[src/rtl/store_pack_unit.sv]
// MEM-stage store packer: lane replication, byte enables and a
// two-entry store buffer toward data memory with fault reporting.
module store_pack_unit #(
  parameter int ADDR_W = 32
) (
  input  logic              clk,
  input  logic              rst_n,
  input  logic              req_valid,
  output logic              req_ready,
  input  logic [1:0]        req_op,
  input  logic [ADDR_W-1:0] req_addr,
  input  logic [31:0]       req_data,
  output logic              mem_valid,
  input  logic              mem_ready,
  output logic [ADDR_W-1:0] mem_addr,
  output logic [31:0]       mem_wdata,
  output logic [3:0]        mem_be,
  output logic              exc_valid,
  output logic [ADDR_W-1:0] exc_addr,
  output logic [1:0]        exc_cause,
  output logic              busy
);

  typedef enum logic [1:0] {
    EMPTY = 2'd0,
    ONE   = 2'd1,
    FULL  = 2'd2
  } state_t;

  state_t state, state_nx;

  logic [31:0]       pk_wdata;
  logic [3:0]        pk_be;
  logic              fault;
  logic [1:0]        cause;
  logic [ADDR_W-1:0] al_addr;
  logic              take;
  logic              acc;
  logic              flt;
  logic              drain;

  logic [ADDR_W-1:0] sk_addr;
  logic [31:0]       sk_wdata;
  logic [3:0]        sk_be;

  assign al_addr = {req_addr[ADDR_W-1:2], 2'b00};

  always_comb begin
    pk_wdata = req_data;
    pk_be    = 4'b0000;
    fault    = 1'b0;
    cause    = 2'b00;
    unique case (req_op)
      2'b00: begin
        pk_wdata = {4{req_data[7:0]}};
        pk_be    = 4'b0001 << req_addr[1:0];
      end
      2'b01: begin
        pk_wdata = {2{req_data[15:0]}};
        pk_be    = req_addr[1] ? 4'b1100 : 4'b0011;
        fault    = req_addr[0];
        cause    = 2'b01;
      end
      2'b10: begin
        pk_be = 4'b1111;
        fault = (req_addr[1:0] != 2'b00);
        cause = 2'b10;
      end
      default: begin
        fault = 1'b1;
        cause = 2'b11;
      end
    endcase
  end

  assign take  = req_valid && req_ready;
  assign acc   = take && !fault;
  assign flt   = take && fault;
  assign drain = mem_valid && mem_ready;

  always_ff @(posedge clk or negedge rst_n) begin
    if (!rst_n) state <= EMPTY;
    else        state <= state_nx;
  end

  always_comb begin
    state_nx = state;
    unique case (state)
      EMPTY: if (acc) state_nx = ONE;
      ONE: begin
        if (acc && !drain)      state_nx = FULL;
        else if (!acc && drain) state_nx = EMPTY;
      end
      FULL:    if (drain) state_nx = ONE;
      default: state_nx = EMPTY;
    endcase
  end

  always_comb begin
    req_ready = (state != FULL);
    busy      = (state != EMPTY);
    mem_valid = (state != EMPTY);
  end

  // Head loads a new request whenever it is (or is about to become)
  // free; in FULL the skid entry moves up on drain.
  always_ff @(posedge clk or negedge rst_n) begin
    if (!rst_n) begin
      mem_addr  <= '0;
      mem_wdata <= '0;
      mem_be    <= '0;
      sk_addr   <= '0;
      sk_wdata  <= '0;
      sk_be     <= '0;
    end else begin
      unique case (state)
        EMPTY: if (acc) begin
          mem_addr  <= al_addr;
          mem_wdata <= pk_wdata;
          mem_be    <= pk_be;
        end
        ONE: begin
          if (acc && drain) begin
            mem_addr  <= al_addr;
            mem_wdata <= pk_wdata;
            mem_be    <= pk_be;
          end else if (acc) begin
            sk_addr  <= al_addr;
            sk_wdata <= pk_wdata;
            sk_be    <= pk_be;
          end
        end
        FULL: if (drain) begin
          mem_addr  <= sk_addr;
          mem_wdata <= sk_wdata;
          mem_be    <= sk_be;
        end
        default: ;
      endcase
    end
  end

  always_ff @(posedge clk or negedge rst_n) begin
    if (!rst_n) begin
      exc_valid <= 1'b0;
      exc_addr  <= '0;
      exc_cause <= 2'b00;
    end else begin
      exc_valid <= flt;
      if (flt) begin
        exc_addr  <= req_addr;
        exc_cause <= cause;
      end
    end
  end

endmodule

[config.mk]
export PLATFORM = sky130hd
export DESIGN_NAME = store_pack_unit
export DESIGN_NICKNAME = d
export VERILOG_FILES = /design/src/rtl/store_pack_unit.sv
export SDC_FILE = /design/constraint.sdc
export NUM_CORES = 1
export LEC_CHECK = 0
export ABC_AREA = 1
export CAP_MARGIN = 0
export CORE_MARGIN = 10
export CORE_UTILIZATION = 30
export CTS_CLUSTER_DIAMETER = 30
export DETAILED_ROUTE_END_ITERATION = 12
export GPL_ROUTABILITY_DRIVEN = 0
export PLACE_DENSITY = 0.52
export SLEW_MARGIN = 20
export SYNTH_ARGS = -nofsm -noshare
export SYNTH_HDL_FRONTEND = slang
export SYNTH_SLANG_ARGS = --single-unit
[constraint.sdc]
create_clock -name clk -period 1.3 [get_ports clk]
set_input_delay 0.13 -clock clk [delete_from_list [all_inputs] [get_ports clk]]
set_output_delay 0.13 -clock clk [all_outputs]
set_load 0.01 [all_outputs]
==> impl_results.md <==
* Worst path required time at 1.61 ns
* CTS tree: yes
* Root buffer cell: clkbuf_16
* Hpwl dp at ~17000 um
* Netlist cell types at 20
* Slowest cell delay on critical path at 0.41 ns
* Buffers added on ports at 173
* Worst IR drop on VDD at roughly 0.76 mV
* Die ar. at 0.0323 mm2
* Min Hold Slack at approximately 0.17 ns
* Worst Hold Class: in -> async
* Gr usage total at 15.0%
* I/O pins at roughly 180
* Worst setup margin at -0.168 ns
* Crit end category: flip-flop
* Post-synth EDFFs at 0
* Cell family with the largest share of critical-path delay: buffers and inverters
* Status: complete, but fails checks
* Footprint of the multi-input gates at 0.00302 mm2
* Pins Over Slew Limit at 0
* Via Count at slightly below 7000
* RSZ-0062 raised after global routing: yes
* CP Data Arrival Time at 1.78 ns
* Pre-CTS setup slack at -0.616 ns
* Final Instance Area at 0.0112 mm2
* Antenna viol nets, final at 0
* Top cell by count, worst path: buf_12
* Layout Nets at between 1000 and 1500
* Layout Skew at 0.00847 ns
* CP bufs+invs at 6
* Register area share after synthesis at 55.2%
* FF/Latch Area at 0.00423 mm2
* Share of the synthesized area in the top cell type at 55.2%
* Post-synthesis register bit count at 169
* Gr ovfl total at 0
* WL final at 25500 um
* CP cell instances: inv_2 > nor2_4 > inv_4 > buf_6 > nand3_4 > buf_12 > buf_12 > buf_8 > nand2_1 > o21ai_1
* Slowest CP cell: dfrtp_1
* Total Power at 21500 uW
* FILL cells at 2546
* Dpl cells at 1466
* Prevailing post-synth register cell: dfrtp_1
* Clk slew on worst S/H paths at ~0.070 ns
* Placed Instance Area at between 0.01 and 0.015 mm2
* Synthesized area at 0.00766 mm2
* Die Span Y at 180 um
* Most frequent cells in the layout: 420 x nand2_1, 168 x dfrtp_1, 91 x dlygate4sd2_1
* Die W at roughly 180 um
* H-tree depth at 4
* Pleak at 0.00583 uW
* Synth-to-Final Area Change at 46.7%
* Synth area leaders: dfrtp_1 55%, nand2_1 21%, o21ai_0 7.8%
* Layout cells sized above 1 at between 10 and 15%
* Pin count of the biggest net entering global routing at 48
* Fmax at 681 MHz
* Startpoint types: flip-flop
* Violated checks: negative setup slack
* Final Critical Period at 1.47 ns
* Area leader, netlist: dfrtp_1
* YS warnings at 0
* Pre-antenna DRT Iters at 5
* Fin. Hold Viols at 0
* Crit Path Category: reg -> reg
* PwrDens at 1910 mW/mm2
* Final period util at 113%
* Layout Cells excl Fill at 1523
* Buffer depth of the longest clock path at 2
* Vias in the first global route at 6899
* First-pass GRT wire length at 39500 um
* Commonest non-fill, non-tap cell in the layout: nand2_1
* Max FO, Critical Path at 6
* Num CTS Buffers at 17
* CTS sink count at 169
* Async S/R FF share, synth at between 90% and 100%
* DR WL/cell at 16.7 um
* Initial Util at 30.4%
* Clk_lat worst skew at 0.42 ns
* DRT iter0 DRCs at 497
* DRC errors left at 0
* Maxcap violations at 0
* Initial antenna violation count at 1
* Vias per cell at around 4.5
* Final setup fails at approximately 170
* Row count at 58
* Total core area at 0.0252 mm2
* Syn_area_per_cell at 7.97 um2
* Cell count after synthesis at 961
[power by group]
group / internal [uW] / leakage, uW / switching, uW
logic: 3550 / 0.00343 / 4210
clock network: 2810 / 0.000283 / 2220
registers: 7500 / 0.00211 / 1190
[area by class of cell]
| type | count | area share (%) |
|---|---|---|
| sequential | 169 | 37.6 |
| multi-input combinational | 671 | 26.8 |
| timing repair buffer | 261 | 24.6 |
| clock buffer | 20 | 4.15 |
| tap | 330 | 3.67 |
| inverter | 59 | 1.99 |
| clock inverter | 12 | 1.04 |
| antenna | 1 | 0.0223 |
[synth_stat cells, types with 2 or more instances]
master    number
buf_6         10
clkbuf_1      22
buf_4         11
nand3_2        2
buf_2         19
dfrtp_1      169
nor2_1         6
o21ai_0      120
nand2_1      438
inv_1         58
o21ai_1       16
nand3_1       82
[per-layer routing]
metal / vias to the layer above / track usage, % / wire length, um
li1: 3469 / - / -
met1: 3231 / 20.0 / 11800
met2: 199 / 23.1 / 11600
met3: 18 / 5.20 / 1780
met4: 0 / 3.34 / 259
met5: - / 0 / 0
[metrics by stage]
step | util [%] | setup TNS, ns
3_3_place_gp | 40.4 | -75.95
3_5_place_dp | 40.4 | -77.97
5_1_grt | 44.6 | -29.93
6_report | 44.6 | -15.87
2_1_floorplan | - | 0
4_1_cts | 43.6 | -15.96
[cell families after synthesis]
logic type      Yosys count  synth area share [%]
other cells               1                0.0490
buf+inv                 122                  7.81
flops                   169                  55.2
compound gates          138                  9.16
simple gates            531                  27.8
[registers in the layout, indices dropped and copies added (netlist names), 4 cells and up]
| register | count |
|---|---|
| exc_addr | 32 |
| sk_wdata | 32 |
| mem_be | 4 |
| sk_addr | 30 |
| sk_be | 4 |
| mem_addr | 30 |
| mem_wdata | 32 |
[worst paths after layout]
path	startpoint	endpoint	slack [ns]	cells after the start
setup / recovery	state[1]	exc_addr[29]	-0.17	10
hold / removal	rst_n	mem_wdata[19]	0.17	2
setup reg to reg	state[1]	exc_addr[29]	-0.17	10
hold reg to reg	mem_wdata[3]	mem_wdata[3]	0.47	2
max in group asynchronous	rst_n	mem_be[2]	0.55	3
min in group clk	req_addr[22]	exc_addr[22]	0.29	3
[worst reg2reg max path, cell delays in order (launching register included)]
cell,delay [ns]
dfrtp_1,0.41
inv_2,0.09
nor2_4,0.05
inv_4,0.10
buf_6,0.11
nand3_4,0.08
buf_12,0.15
buf_12,0.13
buf_8,0.13
nand2_1,0.05
o21ai_1,0.06
[what timing repair did]
item	in CTS	in global routing
hold buffers	1	0
setup endpoints to repair	272	179
gates cloned	5	9
gates resized for setup	164	60
endpoints found under the hold margin	168	0
pin swaps	6	1
setup buffers	11	3
Power figures use the tool's default switching activity.
